--- src/rtl/pe_mac_sequencer.sv ---
// pe_mac_sequencer: control stage that feeds one PE neuron.
// On i_start it walks N_OUT neurons. For each neuron it clears the PE accumulator and streams
// N_IN input/weight pairs from two sync-read memories. It then waits out the activation latency
// and offers the 8-bit PE result downstream on a valid/ready handshake.
//
// Ports:
//   i_clk, i_rst             clock (rising edge), asynchronous active-low reset
//   i_start                  start a run (sampled only while idle)
//   i_op_activation          0 ReLu, 1 Sigmoid (latched at start)
//   i_no_rect                bypass activation/quantize (latched at start)
//   o_x_addr / i_x_data      input-memory address / data (data returns one cycle later)
//   o_w_addr / i_w_data      weight-memory address (neuron*N_IN + k) / data
//   o_pe_data, o_pe_weight   PE operands, zero outside MAC
//   o_pe_acc_clr             PE accumulator clear
//   o_pe_op_act, o_pe_no_rect latched mode pins to the PE
//   i_pe_data, i_pe_decision PE result and decision bit
//   o_valid / i_ready        downstream result handshake
//   o_result, o_decision     captured PE outputs
//   o_neuron                 neuron index for o_result
//   o_busy                   high whenever the sequencer is not idle
module pe_mac_sequencer #(
  parameter int unsigned N_IN    = 16,
  parameter int unsigned N_OUT   = 4,
  parameter int unsigned X_AW    = 4,
  parameter int unsigned W_AW    = 6,
  parameter int unsigned SIG_LAT = 4
) (
  input  logic                       i_clk,
  input  logic                       i_rst,
  input  logic                       i_start,
  input  logic                       i_op_activation,
  input  logic                       i_no_rect,
  output logic [X_AW-1:0]            o_x_addr,
  input  logic [7:0]                 i_x_data,
  output logic [W_AW-1:0]            o_w_addr,
  input  logic [7:0]                 i_w_data,
  output logic [7:0]                 o_pe_data,
  output logic [7:0]                 o_pe_weight,
  output logic                       o_pe_acc_clr,
  output logic                       o_pe_op_act,
  output logic                       o_pe_no_rect,
  input  logic [7:0]                 i_pe_data,
  input  logic                       i_pe_decision,
  output logic                       o_valid,
  input  logic                       i_ready,
  output logic [7:0]                 o_result,
  output logic                       o_decision,
  output logic [$clog2(N_OUT):0]     o_neuron,
  output logic                       o_busy
);

  localparam int unsigned NW = $clog2(N_OUT) + 1;
  localparam int unsigned KW = (N_IN > 1) ? $clog2(N_IN) : 1;
  localparam int unsigned CW = $clog2(SIG_LAT + 2);

  typedef enum logic [2:0] {StIdle, StClr, StMac, StWait, StResult} state_e;

  state_e          state_q;
  logic [KW-1:0]   k_q;
  logic [CW-1:0]   wait_q;
  logic [NW-1:0]   neuron_q;
  logic [CW-1:0]   wait_len;
  logic            last_k;
  logic            more_addr;

  // Sigmoid needs its pipeline to drain; ReLu and bypass results are ready one cycle after MAC.
  assign wait_len  = (!o_pe_op_act || o_pe_no_rect) ? CW'(1) : CW'(SIG_LAT + 1);
  assign last_k    = (k_q == KW'(N_IN - 1));
  // Address for element k+2 is still needed while k+2 <= N_IN-1.
  assign more_addr = ((32'(k_q) + 32'd2) < N_IN);

  // Operands are only live in MAC so the PE accumulator holds everywhere else.
  assign o_pe_data   = (state_q == StMac) ? i_x_data : 8'h00;
  assign o_pe_weight = (state_q == StMac) ? i_w_data : 8'h00;

  always_ff @(posedge i_clk or negedge i_rst) begin
    if (!i_rst) begin
      state_q      <= StIdle;
      k_q          <= '0;
      wait_q       <= '0;
      neuron_q     <= '0;
      o_x_addr     <= '0;
      o_w_addr     <= '0;
      o_pe_acc_clr <= 1'b0;
      o_pe_op_act  <= 1'b0;
      o_pe_no_rect <= 1'b0;
      o_valid      <= 1'b0;
      o_result     <= '0;
      o_decision   <= 1'b0;
      o_neuron     <= '0;
      o_busy       <= 1'b0;
    end else begin
      unique case (state_q)
        StIdle: begin
          if (i_start) begin
            o_pe_op_act  <= i_op_activation;
            o_pe_no_rect <= i_no_rect;
            neuron_q     <= '0;
            k_q          <= '0;
            o_x_addr     <= '0;
            o_w_addr     <= '0;
            o_pe_acc_clr <= 1'b1;
            o_busy       <= 1'b1;
            state_q      <= StClr;
          end
        end
        StClr: begin
          o_pe_acc_clr <= 1'b0;
          k_q          <= '0;
          state_q      <= StMac;
          // Element 0 is already addressed; present element 1 during MAC k=0.
          if (N_IN > 1) begin
            o_x_addr <= o_x_addr + X_AW'(1);
            o_w_addr <= o_w_addr + W_AW'(1);
          end
        end
        StMac: begin
          if (last_k) begin
            wait_q  <= '0;
            state_q <= StWait;
          end else begin
            k_q <= k_q + KW'(1);
            if (more_addr) begin
              o_x_addr <= o_x_addr + X_AW'(1);
              o_w_addr <= o_w_addr + W_AW'(1);
            end
          end
        end
        StWait: begin
          if (wait_q == wait_len - CW'(1)) begin
            o_result   <= i_pe_data;
            o_decision <= i_pe_decision;
            o_neuron   <= neuron_q;
            o_valid    <= 1'b1;
            state_q    <= StResult;
          end else begin
            wait_q <= wait_q + CW'(1);
          end
        end
        StResult: begin
          if (i_ready) begin
            o_valid <= 1'b0;
            if (neuron_q == NW'(N_OUT - 1)) begin
              o_busy  <= 1'b0;
              state_q <= StIdle;
            end else begin
              neuron_q     <= neuron_q + NW'(1);
              o_x_addr     <= '0;
              // Weight address already points at the previous neuron's last element.
              o_w_addr     <= o_w_addr + W_AW'(1);
              o_pe_acc_clr <= 1'b1;
              state_q      <= StClr;
            end
          end
        end
        default: state_q <= StIdle;
      endcase
    end
  end

endmodule

--- config.mk ---
export PLATFORM = sky130hd
export DESIGN_NAME = pe_mac_sequencer
export DESIGN_NICKNAME = d
export VERILOG_FILES = /design/src/rtl/pe_mac_sequencer.sv
export SDC_FILE = /design/constraint.sdc
export NUM_CORES = 1
export LEC_CHECK = 0
export CAP_MARGIN = 20
export CORE_MARGIN = 4
export CORE_UTILIZATION = 44
export DETAILED_ROUTE_END_ITERATION = 12
export GPL_TIMING_DRIVEN = 0
export PLACE_DENSITY_LB_ADDON = 0.05
export SYNTH_ARGS = -nofsm -noshare
export SYNTH_HDL_FRONTEND = slang
export SYNTH_SLANG_ARGS = --single-unit
export TNS_END_PERCENT = 50
--- constraint.sdc ---
create_clock -name i_clk -period 2.3 [get_ports i_clk]
set_clock_uncertainty 0.05 [all_clocks]
set_input_delay 0.345 -clock i_clk [delete_from_list [all_inputs] [get_ports i_clk]]
set_output_delay 0.345 -clock i_clk [all_outputs]
set_load 0.01 [all_outputs]
# == Word level (Yosys, flattened, before mapping) ==
# Index checks and enable logic that the tools add are counted.
# totals
memories,0
latchBits,0
romBits,0
output_inout_bits,43
ramBits,0
register_bits,40
inputBits,31
elab_cells,97
# classes
addsub,7
magnitude_cmp,1
n_eq_ne,16
n_div,0
muxes,40
n_mul,0
n_bitwise,0
reduce_logical,19
shift,0
# ops
op,n
$mux W3,10
$mux W6,5
$mux W4,6
$pmux W6 S4,1
$ne A2 B2 Y1 const B,9
$mux W8,2
$pmux W4 S4,1
$reduce_and A4 Y1,4
$pmux W3 S5,1
$pmux W3 S2,2
$pmux W4 S3,1
$eq A3 B2 Y1 const B,3
$reduce_and A3 Y1,3
$add A4 B1 Y4 const B,2
$mux W1,8
$add A3 B1 Y3 const B,2
$add A6 B1 Y6 const B,1
$reduce_and A6 Y1,1
$reduce_bool A2 Y1,3
$reduce_bool A3 Y1,2
$add A4 B2 Y5 const B,1
$lt A5 B5 Y1 const B,1
$eq A4 B4 Y1 const B,1
$pmux W1 S2,2
other kinds (10),11

# == Longest topological paths before layout ==
# Gate-level depths: netlist of run 1.
# logic_depth
depth_word,7
mapped_depth,8
mapped_depth_nobuf,7

# == Worst setup path before layout of run 1 ==
# No wires, ideal clock.
# synth_timing
kind,register -> register
start,register neuron_q[0]
end,register o_x_addr[3]
path_buffers,0
arrival_time_ns,1.740
required_time_ns,2.163
setup_ns,0.087
period_less_slack_ns,1.877
slack_ns,0.423
stages_incl_launch_ff,8
cell_sequence,dfrtp_1 ha_1 ha_1 nand3b_1 nand3_1 o31ai_1 or4_1 o211ai_1
# synth_between
elab_chain_cells,3
# synth_lines
element,line,source
from (decl),61,logic [NW-1:0] neuron_q;
from (signal assigned),147,neuron_q <= neuron_q + NW'(1);
$eq A3 B2 Y1,143,if (neuron_q == NW'(N_OUT - 1)) begin
$ne A2 B2 Y1 (no source line),n/a,
$reduce_and A6 Y1 (no source line),n/a,
to (signal assigned),113,o_x_addr <= o_x_addr + X_AW'(1);
to (signal assigned),124,o_x_addr <= o_x_addr + X_AW'(1);
to (decl),33,"output logic [X_AW-1:0] o_x_addr,"
# No other way between the ends.
# A chain may end at the register's enable or synchronous reset.

# == Final worst setup path of run 1 ==
# layout_timing
start,register state_q[0]
end,output o_pe_weight[0]
# layout_between
elab_chain_cells,2
# layout_lines
element,line,source
from (decl),58,state_e state_q;
from (signal assigned),78,state_q <= StIdle;
from (signal assigned),104,state_q <= StClr;
from (signal assigned),110,state_q <= StMac;
$eq A3 B2 Y1,74,assign o_pe_weight = (state_q == StMac) ? i_w_data : 8'h00;
$mux W8,74,
to (decl),38,"output logic [7:0] o_pe_weight,"
# No other way between the ends.

==> impl_results.md, run 1 <==
- Clock share of power: 0.160
- Antenna cell count: 0
- HPWL after detailed placement: 3.60 mm
- DRC violations left: 0
- Skew-Pair Late Insertion Delay: 0.29 ns
- Crit path launch: state_q[0]
- Number of synthesized flops with an enable pin: 0
- Sw Ratio: 0.376
- Initial core utilization: 0.468
- Top post-synthesis cells by area: dfrtp_1, mux2_2, and2_1, o21ai_0, ha_1
- RSZ-0062 raised after global routing: false
- Post-route ant nets: 0
- Tot Pwr: 0.00382 W
- Buf+Inv Stages, Crit Path: 4
- Mean post-synth cell area: 10.2 um^2
- Global placer's final weighted congestion: 0.795
- Final hold slack: 0.456 ns
- Final worst path period share: 0.930
- Initial DRC Count: 94
- TritonCTS clock tree: yes
- Warnings, synthesis: 0
- Clk slew on worst S/H paths: 0.08 ns
- Share of cells above drive strength 1: 0.141
- Clock buffer count from CTS: 5
- CP Capture Type: primary output
- Post-synth top flop: dfrtp_1
- Yosys top cell area share: 0.475
- Largest stage delay, worst path: 0.38 ns
- Critical path, cell by cell: buf_6 -> nor3b_4 -> clkbuf_8 -> clkbuf_4 -> and2_1 -> dlygate4sd2_1
- Pwr dens: 1250 mW/mm^2
- Vias after detailed routing: 1774
- Max-cap violations: 0
- Die width: 77.2 um
- Reg2reg setup slack: 0.23 ns
- First-pass iteration count of the detailed router: 4
- Pin count of the biggest net entering global routing: 22
- Drt total wl: 4.82 mm
- Total track usage: 0.167
- Final nets: 328
- Die H: 77.2 um
- Static Leakage: 1.39 nW
- Hold Crit Class: flop to flop
- Max Slew Vio Count: 0
- Yosys cell types: 38
- Internal power: 0.00238 W
- Slew of the pin with the lowest slew margin: 0.488 ns
- Remaining global-route overflow: 0
- Crit path launch type: flop
- F_max: 0.468 GHz
- Vias in the first global route: 1791
- Input/output buffers: 73
- DR vias/cell: 5.17
- Sequential power share: 0.305
- First-pass GRT wire length: 8.22 mm
- Total stage count of the critical path: 6
- Critical Path AT: 1.74 ns
- Gate Count Post-Synth: 207
- Core Area: 0.00450 mm^2
- Ys async rst share: 1.00
- Reg2reg start: neuron_q[0]
- Layout area overhead: 45.2%
- Sink Count: 40
- Yosys reg bits: 40
- Psw: 0.00143 W
- Top post-synthesis cells by count: dfrtp_1, o21ai_0, and2_1
- Peak supply drop: 0.631 mV
- Worst setup endpoint: o_pe_weight[0]
- Worst reg2reg path depth: 7
- Final worst slack: 0.162 ns
- I/O pins: 74
- Leading area contributor after synthesis: dfrtp_1
- Crit Path Max Fanout: 10
- Initial antenna violation count: 0
- Setup violators final: 0
- Final hold vios: 0
- Max stage delay cell, worst path: dfrtp_1
- Most frequent cell after synthesis: dfrtp_1
- Core Rows: 24
- Period minus WS final: 2.14 ns
- R2r endpoint: o_x_addr[3]
- Dpl ws: -0.153 ns
- Syn_nets: 245
- Drt wl/cell: 14.1 um
- Root Buffer: clkbuf_8
- Setup CP Type: flop to primary output
- Combinational share of power: 0.535
- Crit-path leading delay family: buffers and inverters
- Slew HR: 0.675
- Status: completed
- DIE AREA: 0.00596 mm^2
- Clock buffer depth: 2
- Worst EP required: 1.90 ns
- Mapped Area: 0.00211 mm^2
- H-tree levels: 2
- Post-synthesis sequential area ratio: 0.475
## worst min path at each step
stage               slack [ns]  cells after the start          end   startpoint
floorplan              -0.0006                      0       k_q[0]        i_rst
global placement          0.43                      1  o_w_addr[5]  o_w_addr[5]
detailed placement        0.29                      1       k_q[2]        i_rst
CTS                       0.45                      1  o_w_addr[5]  o_w_addr[5]
global route              0.48                      1  o_w_addr[5]  o_w_addr[5]
finish                    0.46                      1  o_w_addr[5]  o_w_addr[5]
## timing repair
action	4_1_cts	5_1_grt
hold buffers	1	0
gates resized for setup	21	0
endpoints found under the hold margin	19	0
setup buffers	1	0
setup endpoints to repair	16	0
## logic make-up (layout without fill, tap and decap cells)
| kind of cell | Yosys count | in the layout | synth area share |
|---|---|---|---|
| adders and majority gates | 7 | 7 | 0.0416 |
| buffers and inverters | 18 | 102 | 0.0463 |
| muxes | 17 | 17 | 0.0903 |
| AOI/OAI and AO/OA | 47 | 47 | 0.131 |
| xor gates and xnor gates | 4 | 4 | 0.0166 |
| DFF | 40 | 40 | 0.475 |
| and+or+nand+nor | 74 | 74 | 0.198 |
## power groups by stage
| stage | registers (W) | clock network [W] | logic (W) |
|---|---|---|---|
| after floorplan | 0.00123 | 0 | 0.00113 |
| after global placement | 0.00117 | 0 | 0.00204 |
| after detailed placement | 0.00118 | 0 | 0.00207 |
| after CTS | 0.00117 | 0.000619 | 0.00205 |
| after global routing | 0.00120 | 0.000654 | 0.00227 |
| final | 0.00116 | 0.000610 | 0.00204 |
## registers in the layout (all words and copies together) (netlist names)
| name | flops |
|---|---|
| k_q | 4 |
| o_pe_op_act | 1 |
| wait_q | 3 |
| o_x_addr | 4 |
| o_neuron | 3 |
| o_pe_acc_clr | 1 |
| o_pe_no_rect | 1 |
| o_w_addr | 6 |
| neuron_q | 3 |
| o_result | 8 |
| state_q | 3 |
| o_decision | 1 |
| o_valid | 1 |
| o_busy | 1 |
## metrics by stage
| step | instances | area, um^2 | TNS [ns] | utilization |
|---|---|---|---|---|
| 6_report | 343 | 3060 | 0 | 0.679 |
| 5_1_grt | 343 | 3060 | 0 | 0.679 |
| 4_1_cts | 343 | 3060 | 0 | 0.679 |
| 3_5_place_dp | 333 | 2920 | -1.23 | 0.649 |
| 3_3_place_gp | 332 | 2900 | -9.18 | 0.644 |
| 2_1_floorplan | 207 | 2110 | 0 | - |
## per-layer routing
metal / track usage / vias to the layer above / wire length [um]
met3: 0.0527 / 6 / 335
met5: 0 / - / 0
met1: 0.207 / 826 / 2160
met2: 0.279 / 59 / 2280
met4: 0.0463 / 0 / 41
li1: - / 883 / -
## final cells by class
cell class,instances,area (um^2)
Fill cell,371,1450
Multi-Input combinational cell,149,1010
Sequential cell,40,1000
Timing Repair Buffer,76,751
Clock buffer,6,82.6
Buffer,9,77.6
Tap cell,52,65.1
Clock inverter,2,38.8
Inverter,9,33.8
## placed cells by master (no fill, tap or decap), types with 4 or more instances in the layout
cell and count:
nand2_1 14, a21oi_1 13, buf_2 4, and2_1 18, o21ai_0 20, nand3_1 10, ha_1 7, inv_1 9
clkdlybuf4s50_1 56, dfrtp_1 40, nand2b_1 4, nor2b_1 5, nor2_1 9, clkbuf_8 7, mux2_2 16, dlygate4sd2_1 16
Note: power is estimated with default switching activity, not from simulation.
==> run 2: changes to the inputs <==
--- a/config.mk
+++ b/config.mk
@@ -7,7 +7,7 @@
 export LEC_CHECK = 0
 export CAP_MARGIN = 20
 export CORE_MARGIN = 4
-export CORE_UTILIZATION = 44
+export CORE_UTILIZATION = 41
 export DETAILED_ROUTE_END_ITERATION = 12
 export GPL_TIMING_DRIVEN = 0
 export PLACE_DENSITY_LB_ADDON = 0.05
==> constraint.sdc (replaced) <==
create_clock -name i_clk -period 1.89 [get_ports i_clk]
set_clock_uncertainty 0.05 [all_clocks]
set_input_delay 0.2835 -clock i_clk [delete_from_list [all_inputs] [get_ports i_clk]]
set_output_delay 0.2835 -clock i_clk [all_outputs]
set_load 0.01 [all_outputs]
==> impl_results.md, run 2 (synthesis gave the netlist of run 1 again) <==
- Share of cells above drive strength 1: 0.254 (+0.113)
- DP Cell Count: 348 (+4.5%)
- Final worst path period share: 0.984
- Slew HR: 0.700 (+0.0252)
- Crit Path Max Fanout: 10 (unchanged)
- I/O pins: 74 (unchanged)
- Top reg by flops: o_result
- DRC violations left: 0 (unchanged)
- Most frequent cells in the layout: clkdlybuf4s50_1, dfrtp_1, buf_2
- HPWL after detailed placement: 3.62 mm (+0.61%)
- First-pass GRT wire length: 8.20 mm (-0.24%)
- Max-cap violations: 0 (unchanged)
- Global placer's final weighted congestion: 0.741 (-6.8%)
- Crit path launch type: flop
- Antenna cell count: 0 (unchanged)
- Clock buffer depth: 2 (unchanged)
- Max Slew Vio Count: 0 (unchanged)
- Initial antenna violation count: 0 (unchanged)
- DR vias/cell: 5.01 (-3.2%)
- Sink Count: 40 (unchanged)
- Drt wl/cell: 13.8 um (-2.0%)
- Setup violators final: 0 (unchanged)
- Post-route ant nets: 0 (unchanged)
- Drt total wl: 5.04 mm (+4.5%)
- Fin Setup TNS: 0 ns (unchanged)
- Commonest non-fill, non-tap cell in the layout: clkdlybuf4s50_1
- F_max: 0.538 GHz
- Slew of the pin with the lowest slew margin: 0.449 ns (-0.0395 ns)
- Worst EP required: 1.56 ns (-0.34 ns)
- Non-filler cells, final: 366 (+6.7%)
- Dpl ws: -0.461 ns (-0.308 ns)
- Static Leakage: 1.39 nW (+0.45%)
- Die H: 79.7 um (+3.2%)
- Final hold slack: 0.397 ns (-0.0592 ns)
- CP Capture Type: primary output
- Pwr dens: 1520 mW/mm^2 (+22%)
- Final worst slack: 0.0299 ns (-0.132 ns)
- Hold Crit Class: input pin to asynchronous set/reset pin
- Vias after detailed routing: 1833 (+3.3%)
- Peak supply drop: 0.881 mV (+39%)
- DIE AREA: 0.00635 mm^2 (+6.5%)
- Period minus WS final: 1.86 ns
- Initial core utilization: 0.434 (-0.0332)
- Core Util, Final: 0.645 (-0.0332)
- Largest stage delay, worst path: 0.38 ns (about the same)
- Clock buffer count from CTS: 5 (unchanged)
- Core Rows: 25 (+4.2%)
- Input/output buffers: 73 (unchanged)
- RSZ-0062 raised after global routing: true
- Critical path, cell by cell: buf_6 -> nor3b_4 -> clkbuf_8 -> buf_8 -> and2_1 -> buf_2
- Critical Path AT: 1.53 ns (-0.21 ns)
- TritonCTS clock tree: yes
- Biggest regs: o_result: 8 flops, o_w_addr: 6 flops
- Max stage delay cell, worst path: dfrtp_1
- Skew-Pair Late Insertion Delay: 0.29 ns (about the same)
- Final hold vios: 0 (unchanged)
- Vias in the first global route: 1802 (+0.61%)
- Clk slew on worst S/H paths: 0.07 ns (about the same)
- Max FFs per register: 8 (unchanged)
- Setup CP Type: flop to primary output
- Core Area: 0.00485 mm^2 (+7.6%)
- Initial DRC Count: 89 (-5.3%)
- Layout area overhead: 48.6%
- Total track usage: 0.163 (-0.00349)
- Pin count of the biggest net entering global routing: 26 (+18%)
- Status: completed
- H-tree levels: 2 (unchanged)
- Remaining global-route overflow: 0 (unchanged)
- Die width: 79.7 um (+3.2%)
- Final nets: 336 (+2.4%)
- Root Buffer: clkbuf_8
- First-pass iteration count of the detailed router: 4 (unchanged)
[run 2: timing repair]
action                     4_1_cts  5_1_grt
hold endpoints to repair        15        0
pin swaps                        2        7
setup endpoints to repair       23       24
setup buffers                    7        2
gates resized for setup         73       25
hold buffers                     1        0
[run 2: report_power, final]
group | switching [W] | internal, W
clock network | 0.000280 | 0.000298
registers | 0.000233 | 0.00118
logic | 0.00130 | 0.00147
total | 0.00181 | 0.00294
[run 2: cell type report]
| type | instances | area [um^2] |
|---|---|---|
| buffer | 9 | 91.3 |
| clock buffer | 8 | 90.1 |
| fill | 427 | 1720 |
| inverter | 9 | 33.8 |
| multi-input combinational | 149 | 1070 |
| sequential | 40 | 1000 |
| tap | 67 | 83.8 |
| timing repair buffer | 84 | 759 |
[run 2: final timing paths]
kind | startpoint | end | slack (ns) | cells after the start
setup / recovery | state_q[0] | o_pe_weight[6] | 0.03 | 6
hold / removal | i_rst | o_x_addr[1] | 0.40 | 2
setup reg to reg | neuron_q[1] | o_x_addr[3] | 0.04 | 7
hold reg to reg | o_result[7] | o_result[7] | 0.45 | 1
max in group asynchronous | i_rst | o_result[6] | 0.93 | 3
min in group i_clk | o_result[7] | o_result[7] | 0.45 | 1
[run 2: worst max-delay path, delay by kind of cell (launching register included)]
kind                   cells  cell delay (ns)
and+or+nand+nor            2             0.32
buffers and inverters      4             0.54
DFF                        1             0.38
[run 2: layer usage]
layer  GRT usage  routed length (um)  vias up
met5           0                   0        -
met4      0.0515                  67        0
met3      0.0564                 484        5
met2       0.265                2340       57
met1       0.204                2150      870
li1            -                   -      901
[run 2: metrics by stage]
step | cell area [um^2] | power [W]
2_1_floorplan | 2110 | 0.00287
3_3_place_gp | 2920 | 0.00390
3_5_place_dp | 2940 | 0.00394
4_1_cts | 3040 | 0.00461
5_1_grt | 3130 | 0.00515
6_report | 3130 | 0.00476
==> run 3: changes to the inputs <==
--- a/config.mk
+++ b/config.mk
@@ -6,6 +6,7 @@
 export NUM_CORES = 1
 export LEC_CHECK = 0
 export CAP_MARGIN = 20
+export CORE_ASPECT_RATIO = 1.1
 export CORE_MARGIN = 4
 export CORE_UTILIZATION = 41
 export DETAILED_ROUTE_END_ITERATION = 12
==> impl_results.md, run 3 (synthesis gave the netlist of run 1 again) <==
- Input/output buffers: 73 (unchanged)
- Root Buffer: clkbuf_8
- Clock buffer count from CTS: 5 (unchanged)
- Slew of the pin with the lowest slew margin: 0.451 ns (+0.00248 ns)
- Slew HR: 0.698 (-0.00166)
- Tot Pwr: 0.00487 W (+2.4%)
- Dpl ws: -0.520 ns (-0.0596 ns)
- Crit path launch: state_q[0]
- DRC violations left: 0 (unchanged)
- Final worst path period share: 0.991 (+0.00651)
- Initial DRC Count: 45 (-49%)
- Initial antenna violation count: 0 (unchanged)
- Post-route ant nets: 0 (unchanged)
- Filler instances: 427 (unchanged)
- Biggest regs: o_result: 8 flops, o_w_addr: 6 flops
- RSZ-0062 raised after global routing: true
- DR vias/cell: 5.03 (+0.45%)
- Reg2reg start: neuron_q[0]
- Setup violators final: 0 (unchanged)
- Final hold vios: 0 (unchanged)
- Max Slew Vio Count: 0 (unchanged)
- Storage element area: 0.00100 mm^2 (+0.12%)
- CP Capture Type: primary output
- Share of cells above drive strength 1: 0.262 (+0.00756)
- Peak supply drop: 1.00 mV (+14%)
- Drt wl/cell: 14.0 um (+1.9%)
- Core Util, Final: 0.628 (-0.0178)
- Global placer's final weighted congestion: 0.772 (+4.2%)
- Vias after detailed routing: 1791 (-2.3%)
- Core Area: 0.00500 mm^2 (+3.1%)
- H-tree levels: 2 (unchanged)
- Clock buffer depth: 2 (unchanged)
- Remaining global-route overflow: 0 (unchanged)
- Max-cap violations: 0 (unchanged)
- Skew-Pair Late Insertion Delay: 0.28 ns (about the same)
- Core Rows: 27 (+8.0%)
- DIE AREA: 0.00635 mm^2 (about the same)
- TritonCTS clock tree: yes
- Crit Path Max Fanout: 8 (-2)
- HPWL after detailed placement: 3.65 mm (+0.73%)
- Layout area overhead: 49.0%
- First-pass GRT wire length: 8.20 mm (about the same)
- I/O pins: 74 (unchanged)
- Static Leakage: 1.40 nW (+0.40%)
- Multi-input gate area in the final layout: 0.00107 mm^2 (unchanged)
- First-pass iteration count of the detailed router: 4 (unchanged)
- Pin count of the biggest net entering global routing: 40 (+54%)
- Die width: 76.3 um (-4.2%)
- F_max: 0.534 GHz (-0.66%)
- Antenna cell count: 0 (unchanged)
- Hold Crit Class: input pin to asynchronous set/reset pin
- Clk slew on worst S/H paths: 0.08 ns (about the same)
- Pwr dens: 1550 mW/mm^2 (+2.1%)
- Setup CP Type: flop to primary output
- Period minus WS final: 1.87 ns (+0.0123 ns)
- Drt total wl: 4.99 mm (-0.91%)
- Top reg by flops: o_result
- Initial core utilization: 0.421 (-0.0132)
- Sink Count: 40 (unchanged)
- Critical Path AT: 1.54 ns (about the same)
- Max FFs per register: 8 (unchanged)
- Worst EP required: 1.56 ns (about the same)
- Final worst slack: 0.0176 ns (-0.0123 ns)
- Final hold slack: 0.266 ns (-0.131 ns)
- Fin Setup TNS: 0 ns (unchanged)
- Vias in the first global route: 1749 (-2.9%)
- Most frequent cells in the layout: clkdlybuf4s50_1, dfrtp_1, o21ai_0
- Total track usage: 0.158 (-0.00563)
- Final nets: 335 (-0.30%)
- Status: completed
- Commonest non-fill, non-tap cell in the layout: clkdlybuf4s50_1
- Die H: 83.2 um (+4.4%)
- Crit path launch type: flop
run 3: cell count changes in the layout (fill, tap and decap cells not counted), moves of 2 or more:
cell     delta
o21ai_0     +4
and2_4      +2
buf_2       -2
and2_1      -2
o21ai_1     -3
run 3: cell type report:
type | count | area share
repair buffers | 83 | 0.244
clock inverters | 2 | 0.0112
multi-input cells | 149 | 0.341
plain buffers | 9 | 0.0279
flip-flops and latches | 40 | 0.319
clock buffers | 6 | 0.0231
inverters | 9 | 0.0108
well taps | 58 | 0.0231
run 3: final timing paths:
| check | slack (ns) | endpoint | cells after the start |
|---|---|---|---|
| setup / recovery | 0.02 | o_pe_weight[7] | 6 |
| hold / removal | 0.27 | o_w_addr[0] | 2 |
| setup reg to reg | 0.06 | o_w_addr[5] | 7 |
| hold reg to reg | 0.44 | o_w_addr[5] | 1 |
| max in group asynchronous | 1.12 | k_q[1] | 3 |
| min in group i_clk | 0.44 | o_w_addr[5] | 1 |
run 3: critical path: stages, from the launching register on:
cell      delay (ns)
dfrtp_1         0.38
buf_6           0.13
nor3b_4         0.21
clkbuf_8        0.17
buf_6           0.11
and2_1          0.12
buf_2           0.12
run 3: what timing repair did:
action                                 4_1_cts  5_1_grt
cloned                                       0        0
pin swaps                                    4        4
gates resized for setup                     73       24
hold buffers                                 1        0
endpoints found under the hold margin       40        0
setup endpoints to repair                   23       27
setup buffers                                4        4
run 3: per-stage QoR:
stage,cell area (um^2),instances
global route,3140,356
floorplan,2110,207
global placement,2910,338
detailed placement,2920,339
finish,3140,356
CTS,3030,352
run 3: metal layers:
layer / vias to the layer above / GRT usage / part of all wire
li1: 902 / - / -
met1: 849 / 0.186 / 0.42
met5: - / 0 / 0
met3: 5 / 0.0412 / 0.049
met4: 0 / 0.0544 / 0.014
met2: 35 / 0.276 / 0.51
run 3: report_power, final:
group          total, W  internal, W  switching (W)
Combinational   0.00277      0.00147        0.00130
Sequential      0.00142      0.00118       0.000236
Clock          0.000685     0.000392       0.000292
